### src/rtl/hazard_pkg.sv
// Shared types and default widths for the pipeline hazard controller.
`timescale 1ns/1ps
package hazard_pkg;

   localparam int NCTRL_DEF  = 12;
   localparam int REG_AW_DEF = 5;
   localparam int STAT_W_DEF = 16;

   // Width of the flush down-counter; FLUSH_CYCLES is limited to 1..15.
   localparam int FCNT_W = 4;

   typedef enum logic [1:0] {
      RUN      = 2'd0,
      FLUSH    = 2'd1,
      MEM_WAIT = 2'd2
   } hz_state_e;

endpackage

### src/rtl/hazard_if.sv
// Pipeline-control bundle between the hazard controller and the datapath.
`timescale 1ns/1ps
interface hazard_if
   import hazard_pkg::*;
#(
   parameter int NCTRL  = NCTRL_DEF,
   parameter int REG_AW = REG_AW_DEF,
   parameter int STAT_W = STAT_W_DEF
);
   logic [NCTRL-1:0]  ctrl_i;
   logic [REG_AW-1:0] id_rs1_i;
   logic [REG_AW-1:0] id_rs2_i;
   logic              id_uses_rs1_i;
   logic              id_uses_rs2_i;
   logic [REG_AW-1:0] ex_rd_i;
   logic              ex_mem_read_i;
   logic              redirect_i;
   logic              mem_busy_i;
   logic              clear_stats_i;
   logic [NCTRL-1:0]  ctrl_o;
   logic              pc_write_o;
   logic              if_id_write_o;
   logic              if_id_flush_o;
   logic              pipe_hold_o;
   logic [STAT_W-1:0] stall_count_o;
   logic [STAT_W-1:0] flush_count_o;

   modport master (
      output ctrl_i, id_rs1_i, id_rs2_i, id_uses_rs1_i, id_uses_rs2_i,
             ex_rd_i, ex_mem_read_i, redirect_i, mem_busy_i, clear_stats_i,
      input  ctrl_o, pc_write_o, if_id_write_o, if_id_flush_o, pipe_hold_o,
             stall_count_o, flush_count_o
   );

   modport slave (
      input  ctrl_i, id_rs1_i, id_rs2_i, id_uses_rs1_i, id_uses_rs2_i,
             ex_rd_i, ex_mem_read_i, redirect_i, mem_busy_i, clear_stats_i,
      output ctrl_o, pc_write_o, if_id_write_o, if_id_flush_o, pipe_hold_o,
             stall_count_o, flush_count_o
   );

endinterface

### src/rtl/ctrl_bubble_mux.sv
// Turns the ID control bundle into a bubble, keeping only the KEEP_MASK bits.
`timescale 1ns/1ps
module ctrl_bubble_mux #(
   parameter int               NCTRL     = 12,
   parameter logic [NCTRL-1:0] KEEP_MASK = '0
) (
   input  logic [NCTRL-1:0] ctrl,
   input  logic             bubble,
   output logic [NCTRL-1:0] gated
);

   assign gated = bubble ? (ctrl & KEEP_MASK) : ctrl;

endmodule

### src/rtl/hazard_control_unit.sv
// Stall/flush controller for a 5-stage pipeline: load-use stalls, redirect
// flushes, memory-wait holds, plus saturating stall/flush statistics.
`timescale 1ns/1ps
module hazard_control_unit
   import hazard_pkg::*;
#(
   parameter int               NCTRL        = NCTRL_DEF,
   parameter logic [NCTRL-1:0] KEEP_MASK    = '0,
   parameter int               REG_AW       = REG_AW_DEF,
   parameter int               FLUSH_CYCLES = 2,
   parameter int               STAT_W       = STAT_W_DEF
) (
   input  logic     clk,
   input  logic     reset,
   hazard_if.slave  bus
);

   localparam logic [FCNT_W-1:0] FLUSH_RELOAD = FCNT_W'(FLUSH_CYCLES - 1);

   hz_state_e         state_q, state_d, ret_q, ret_d, eff_state;
   logic [FCNT_W-1:0] cnt_q, cnt_d;
   logic [STAT_W-1:0] stall_q, flush_q;

   logic load_use, redirect_taken;
   logic pc_write, if_id_write, if_id_flush, pipe_hold, bubble;

   assign load_use = bus.ex_mem_read_i && (bus.ex_rd_i != REG_AW'(0)) &&
                     ((bus.id_uses_rs1_i && (bus.id_rs1_i == bus.ex_rd_i)) ||
                      (bus.id_uses_rs2_i && (bus.id_rs2_i == bus.ex_rd_i)));

   // NOTE: state registers use non-blocking assignments so every flop samples
   // the pre-edge values; blocking here would create order-dependent races.
   always_ff @(posedge clk or negedge reset) begin
      if (!reset) begin
         state_q <= RUN;
         ret_q   <= RUN;
         cnt_q   <= '0;
      end else begin
         state_q <= state_d;
         ret_q   <= ret_d;
         cnt_q   <= cnt_d;
      end
   end

   // NOTE: every output of this block gets a default first, so no path can
   // leave a signal unassigned and infer a latch.
   always_comb begin
      state_d        = state_q;
      ret_d          = ret_q;
      cnt_d          = cnt_q;
      pc_write       = 1'b1;
      if_id_write    = 1'b1;
      if_id_flush    = 1'b0;
      pipe_hold      = 1'b0;
      bubble         = 1'b0;
      redirect_taken = 1'b0;

      // Once memory is ready again, MEM_WAIT behaves as the state it interrupted.
      eff_state = (state_q == MEM_WAIT) ? ret_q : state_q;

      if (bus.mem_busy_i) begin
         pc_write    = 1'b0;
         if_id_write = 1'b0;
         pipe_hold   = 1'b1;
         state_d     = MEM_WAIT;
         if (state_q != MEM_WAIT) ret_d = state_q;
      end else if (bus.redirect_i) begin
         if_id_flush    = 1'b1;
         bubble         = 1'b1;
         redirect_taken = 1'b1;
         cnt_d          = FLUSH_RELOAD;
         state_d        = (FLUSH_CYCLES > 1) ? FLUSH : RUN;
      end else if (eff_state == FLUSH) begin
         if_id_flush = 1'b1;
         bubble      = 1'b1;
         cnt_d       = cnt_q - FCNT_W'(1);
         state_d     = (cnt_q <= FCNT_W'(1)) ? RUN : FLUSH;
      end else begin
         state_d = RUN;
         if (load_use) begin
            pc_write    = 1'b0;
            if_id_write = 1'b0;
            bubble      = 1'b1;
         end
      end

      // While in reset the pipeline is frozen and fed bubbles.
      if (!reset) begin
         pc_write    = 1'b0;
         if_id_write = 1'b0;
         if_id_flush = 1'b0;
         pipe_hold   = 1'b0;
         bubble      = 1'b1;
      end
   end

   always_ff @(posedge clk or negedge reset) begin
      if (!reset) begin
         stall_q <= '0;
         flush_q <= '0;
      end else if (bus.clear_stats_i) begin
         stall_q <= '0;
         flush_q <= '0;
      end else begin
         if (!pc_write && (stall_q != '1))      stall_q <= stall_q + STAT_W'(1);
         if (redirect_taken && (flush_q != '1)) flush_q <= flush_q + STAT_W'(1);
      end
   end

   ctrl_bubble_mux #(
      .NCTRL     (NCTRL),
      .KEEP_MASK (KEEP_MASK)
   ) u_bubble (
      .ctrl   (bus.ctrl_i),
      .bubble (bubble),
      .gated  (bus.ctrl_o)
   );

   assign bus.pc_write_o    = pc_write;
   assign bus.if_id_write_o = if_id_write;
   assign bus.if_id_flush_o = if_id_flush;
   assign bus.pipe_hold_o   = pipe_hold;
   assign bus.stall_count_o = stall_q;
   assign bus.flush_count_o = flush_q;

endmodule

### src/flat_wrapper.sv
// flat-port wrapper written by rule: the top's interface ports become plain ports
module hazard_control_unit_flat import hazard_pkg::*;
#(
   parameter int               NCTRL        = NCTRL_DEF,
   parameter logic [NCTRL-1:0] KEEP_MASK    = '0,
   parameter int               REG_AW       = REG_AW_DEF,
   parameter int               FLUSH_CYCLES = 2,
   parameter int               STAT_W       = STAT_W_DEF
)
  (clk, reset, bus_ctrl_i, bus_id_rs1_i, bus_id_rs2_i, bus_id_uses_rs1_i, bus_id_uses_rs2_i, bus_ex_rd_i, bus_ex_mem_read_i, bus_redirect_i, bus_mem_busy_i, bus_clear_stats_i, bus_ctrl_o, bus_pc_write_o, bus_if_id_write_o, bus_if_id_flush_o, bus_pipe_hold_o, bus_stall_count_o, bus_flush_count_o);
  hazard_if #(.NCTRL(NCTRL), .REG_AW(REG_AW), .STAT_W(STAT_W)) bus_i ();
  input  logic clk;
  input  logic reset;
  input wire logic [$bits(bus_i.ctrl_i)-1:0] bus_ctrl_i;
  input wire logic [$bits(bus_i.id_rs1_i)-1:0] bus_id_rs1_i;
  input wire logic [$bits(bus_i.id_rs2_i)-1:0] bus_id_rs2_i;
  input wire logic [$bits(bus_i.id_uses_rs1_i)-1:0] bus_id_uses_rs1_i;
  input wire logic [$bits(bus_i.id_uses_rs2_i)-1:0] bus_id_uses_rs2_i;
  input wire logic [$bits(bus_i.ex_rd_i)-1:0] bus_ex_rd_i;
  input wire logic [$bits(bus_i.ex_mem_read_i)-1:0] bus_ex_mem_read_i;
  input wire logic [$bits(bus_i.redirect_i)-1:0] bus_redirect_i;
  input wire logic [$bits(bus_i.mem_busy_i)-1:0] bus_mem_busy_i;
  input wire logic [$bits(bus_i.clear_stats_i)-1:0] bus_clear_stats_i;
  output wire logic [$bits(bus_i.ctrl_o)-1:0] bus_ctrl_o;
  output wire logic [$bits(bus_i.pc_write_o)-1:0] bus_pc_write_o;
  output wire logic [$bits(bus_i.if_id_write_o)-1:0] bus_if_id_write_o;
  output wire logic [$bits(bus_i.if_id_flush_o)-1:0] bus_if_id_flush_o;
  output wire logic [$bits(bus_i.pipe_hold_o)-1:0] bus_pipe_hold_o;
  output wire logic [$bits(bus_i.stall_count_o)-1:0] bus_stall_count_o;
  output wire logic [$bits(bus_i.flush_count_o)-1:0] bus_flush_count_o;
  assign bus_i.ctrl_i = bus_ctrl_i;
  assign bus_i.id_rs1_i = bus_id_rs1_i;
  assign bus_i.id_rs2_i = bus_id_rs2_i;
  assign bus_i.id_uses_rs1_i = bus_id_uses_rs1_i;
  assign bus_i.id_uses_rs2_i = bus_id_uses_rs2_i;
  assign bus_i.ex_rd_i = bus_ex_rd_i;
  assign bus_i.ex_mem_read_i = bus_ex_mem_read_i;
  assign bus_i.redirect_i = bus_redirect_i;
  assign bus_i.mem_busy_i = bus_mem_busy_i;
  assign bus_i.clear_stats_i = bus_clear_stats_i;
  assign bus_ctrl_o = bus_i.ctrl_o;
  assign bus_pc_write_o = bus_i.pc_write_o;
  assign bus_if_id_write_o = bus_i.if_id_write_o;
  assign bus_if_id_flush_o = bus_i.if_id_flush_o;
  assign bus_pipe_hold_o = bus_i.pipe_hold_o;
  assign bus_stall_count_o = bus_i.stall_count_o;
  assign bus_flush_count_o = bus_i.flush_count_o;
  hazard_control_unit #(.NCTRL(NCTRL), .KEEP_MASK(KEEP_MASK), .REG_AW(REG_AW), .FLUSH_CYCLES(FLUSH_CYCLES), .STAT_W(STAT_W)) u_core (.clk(clk), .reset(reset), .bus(bus_i));
endmodule
### config.mk
export PLATFORM = sky130hd
export DESIGN_NAME = hazard_control_unit_flat
export DESIGN_NICKNAME = d
export VERILOG_FILES = /design/src/rtl/hazard_pkg.sv /design/src/rtl/hazard_if.sv /design/src/rtl/ctrl_bubble_mux.sv /design/src/rtl/hazard_control_unit.sv /design/src/flat_wrapper.sv
export SDC_FILE = /design/constraint.sdc
export NUM_CORES = 1
export LEC_CHECK = 0
export CAP_MARGIN = 10
export CELL_PAD_IN_SITES_DETAIL_PLACEMENT = 1
export CELL_PAD_IN_SITES_GLOBAL_PLACEMENT = 1
export CORE_ASPECT_RATIO = 1.75
export CORE_MARGIN = 3
export CORE_UTILIZATION = 34
export CTS_BUF_LIST = sky130_fd_sc_hd__clkbuf_2
export CTS_CLUSTER_DIAMETER = 120
export DETAILED_ROUTE_END_ITERATION = 8
export PLACE_DENSITY = 0.89
export REMOVE_ABC_BUFFERS = 1
export SLEW_MARGIN = 20
export SYNTH_ARGS = -nofsm -noshare
export SYNTH_HDL_FRONTEND = slang
export SYNTH_SLANG_ARGS = --single-unit
export TNS_END_PERCENT = 10
### constraint.sdc
create_clock -name clk -period 2.69 [get_ports clk]
set_input_delay 0.538 -clock clk [delete_from_list [all_inputs] [get_ports clk]]
set_output_delay 0.538 -clock clk [all_outputs]
set_load 0.01 [all_outputs]
==> impl_metrics.tcl, run 1 <==
set metrics [dict create \
    status "complete, but fails checks" \
    violations "negative setup slack" \
    fin_area_um2 3490 \
    use_met1 0.214 \
    clock_skew_ns 0.0142 \
    grt_busiest_layer "met2" \
    gp_congestion 0.808 \
    grt_usage 0.209 \
    crit_fanout 8 \
    ys_seq_elements 40 \
    final_common_cell "clkdlybuf4s50_1" \
    mostFrequentLayoutCells "clkdlybuf4s50_1, dfrtp_1, buf_4, nor2_1" \
    powerDensity_nw_per_um2 382 \
    insertion_delay_ns 0.41 \
    p_leak_nw 1.44 \
    synth_xor_xnor_area_share 0.0956 \
    crit_chain "buf_2, or4_4, o21ai_4, inv_2, a21o_1, a21oi_2, buf_6, buf_6, and2_1, buf_2" \
    crit_type "in -> out" \
    coreArea_um2 6540 \
    n_antenna_cell 0 \
    syn-cell-area_um2 2290 \
    fin_ws_ns -0.133 \
    io_buffers 82 \
    drc 0 \
    crit_required_ns 2.15 \
    grt_max_degree 41 \
    ys_top_cells_by_area "dfrtp_1, xnor2_1, a21oi_1, nor2_1, nand2_1" \
    grt_overflow_total 0 \
    hold_class "in -> async" \
    clock-root-buffer "clkbuf_2" \
    die_x_um 68.1 \
    endpoint_kind "primary output" \
    clk_pin_slew_ns 0.21 \
    reg2reg_depth 8 \
    hpwl_um 5620 \
    synth.distinct_cells 36 \
    cp_slowest_cell "or4_4" \
    synth_top_family_by_area "simple AND/OR/NAND/NOR gates" \
    initial_core_util 0.350 \
    die_h_um 115 \
    synth.avg_cell_area_um2 8.81 \
    nNetsFinal 411 \
    yosys.area.top_type "dfrtp_1" \
    synth_compound_area_frac 0.115 \
    final_core_util 0.533 \
    cp-start-kind "primary input" \
    synthCells 260 \
    synth_simple_gate_area_frac 0.285 \
    area_growth_pct 52.2 \
    use_met3 0.0354 \
    cts_buffers 5 \
    rsz0062_at_grt "true" \
    vias_per_cell 5.33 \
    max_slew.worst_pin.slew_ns 0.527 \
    vias 2426 \
    slew_viol_final 0 \
    min_period_ns 2.82 \
    rows 39 \
    synth_mux_area_frac 0.00928 \
    clock-sinks 40 \
    dr.pass1.iters 4 \
    placedInstanceArea_um2 3330 \
    use_met2 0.385 \
    synth_top_area_share 0.437 \
    drt_wl_total_um 7830 \
    drv_cap 0 \
    first_iter_violations 156 \
    drive_above_1_share 0.204 \
    finalSetupViolCount 14 \
    crit_arrival_ns 2.29 \
    cts_tree "built" \
    yosys_warnings 0 \
    ios 83 \
    antenna_found_initial 0 \
    drtAntennaViolNets 0 \
    grt_pass1_wl_um 12400 \
    hold_slack_ns 0.202 \
    vdd_drop_max_mv 0.220 \
    seq_area_frac_synth 0.437 \
    h-tree-depth 2 \
    slew_headroom 0.646 \
    finalCritPeriodShare 1.05 \
    routedWlPerCell_um 17.2 \
    die-area_um2 7800 \
    num-fill-cells 806 \
    slowest_delay_ns 0.54 \
    clockBufferDepth 2 \
    grt_pass1_vias 2617 \
    synthAdderAreaFrac 0.0218 \
    fmax_mhz 354 \
    hold_violations 0 \
    finalPower_mw 1.33 \
]
flip-flops by register name (all words and copies together), names as in the netlist:
signal and count:
u_core.bus.stall_count_o 16, u_core.bus.flush_count_o 16, u_core.ret_q 2, u_core.cnt_q 4
u_core.state_q 2
report_power, final:
group	internal (mW)	leakage [nW]	switching (mW)
combinational	0.198	0.866	0.178
clock	0.0583	0.0302	0.211
sequential	0.642	0.544	0.0450
total	0.898	1.44	0.434
cell usage after synthesis:
library cell   n
nand2_1       23
o21ai_0        2
nor3_1         8
xnor2_1       18
a21oi_1       24
o31ai_1        7
nor4_2         1
or3_1         11
a311oi_1       1
o22ai_1        1
nor3_2         1
buf_4          2
nor4_1         4
nor2b_1        2
mux2_1         1
buf_1          1
xor2_1         7
buf_2          1
mux2i_1        1
clkbuf_1       7
nand2b_1       1
inv_1          8
nand4_1       12
dfrtp_1       40
nor2_1        25
and2_1        13
inv_2          1
or4_1          8
nor4b_1        1
and3_1         1
or3_4          1
ha_1           4
a21o_1         2
nand3_1        9
nor4bb_1       1
o21ai_1       10
metrics by stage:
stage / cells / setup TNS [ns] / setup WS [ns]
2_1_floorplan: 249 / -0.753 / -0.240
3_3_place_gp: 435 / -10.24 / -0.705
3_5_place_dp: 435 / -12.39 / -0.800
4_1_cts: 454 / -0.315 / -0.0579
5_1_grt: 455 / -1.95 / -0.206
6_report: 455 / -0.857 / -0.133
logic make-up after synthesis:
kind of cell | after synthesis
AO/OA/AOI/OAI | 47
XOR/XNOR | 25
adder cells (fa/ha/maj) | 4
buffers and inverters | 20
flip-flops | 40
multiplexers | 2
AND/OR/NAND/NOR | 122
critical path, delay by kind of cell:
family / cells / cell delay, ns
AND/OR/NAND/NOR: 2 / 0.65
AO/OA/AOI/OAI: 3 / 0.53
buffers and inverters: 5 / 0.57
layout make-up:
cell class	instances	area (um^2)	share of cell area
clock buffer	5	25.0	0.00718
timing repair buffer	116	1030	0.296
inverter	9	33.8	0.00969
clock inverter	3	13.8	0.00395
sequential	40	1000	0.287
multi-input combinational	200	1280	0.367
tap	82	103	0.0294
layer usage:
metal	part of all wire	wire [um]
met5	0	0
met4	0.044	342
met3	0.041	323
met2	0.57	4470
met1	0.34	2700
repair_timing:
item,in CTS,in global routing
setup buffers,11,1
endpoints found under the setup margin,15,15
hold buffers,0,0
resized for setup,91,1
pin swaps,14,0
final timing paths:
path / startpoint / to / slack (ns)
max: bus_ex_rd_i[2] / bus_ctrl_o[9] / -0.13
min: reset / u_core.bus.stall_count_o[0] / 0.20
max reg2reg: u_core.ret_q[0] / u_core.bus.stall_count_o[8] / 0.31
min reg2reg: u_core.cnt_q[1] / u_core.cnt_q[1] / 0.55
max in group asynchronous: reset / u_core.bus.flush_count_o[9] / 2.13
min in group clk: u_core.cnt_q[1] / u_core.cnt_q[1] / 0.55
No activity file was read; power rests on OpenSTA's default activity.
==> run 2: changes to the inputs <==
--- a/config.mk
+++ b/config.mk
@@ -5,6 +5,7 @@
 export SDC_FILE = /design/constraint.sdc
 export NUM_CORES = 1
 export LEC_CHECK = 0
+export ABC_CLOCK_PERIOD_IN_PS = 2690
 export CAP_MARGIN = 10
 export CELL_PAD_IN_SITES_DETAIL_PLACEMENT = 1
 export CELL_PAD_IN_SITES_GLOBAL_PLACEMENT = 1
==> results of run 2 <==
Final layout, timing and power as in run 1 (identical DEF).
==> run 3: changes to the inputs <==
--- a/config.mk
+++ b/config.mk
@@ -17,7 +17,7 @@
 export DETAILED_ROUTE_END_ITERATION = 8
 export PLACE_DENSITY = 0.89
 export REMOVE_ABC_BUFFERS = 1
-export SLEW_MARGIN = 20
+export SLEW_MARGIN = 10
 export SYNTH_ARGS = -nofsm -noshare
 export SYNTH_HDL_FRONTEND = slang
 export SYNTH_SLANG_ARGS = --single-unit
==> results of run 3 <==
Final layout, timing and power as in run 1 (identical DEF).
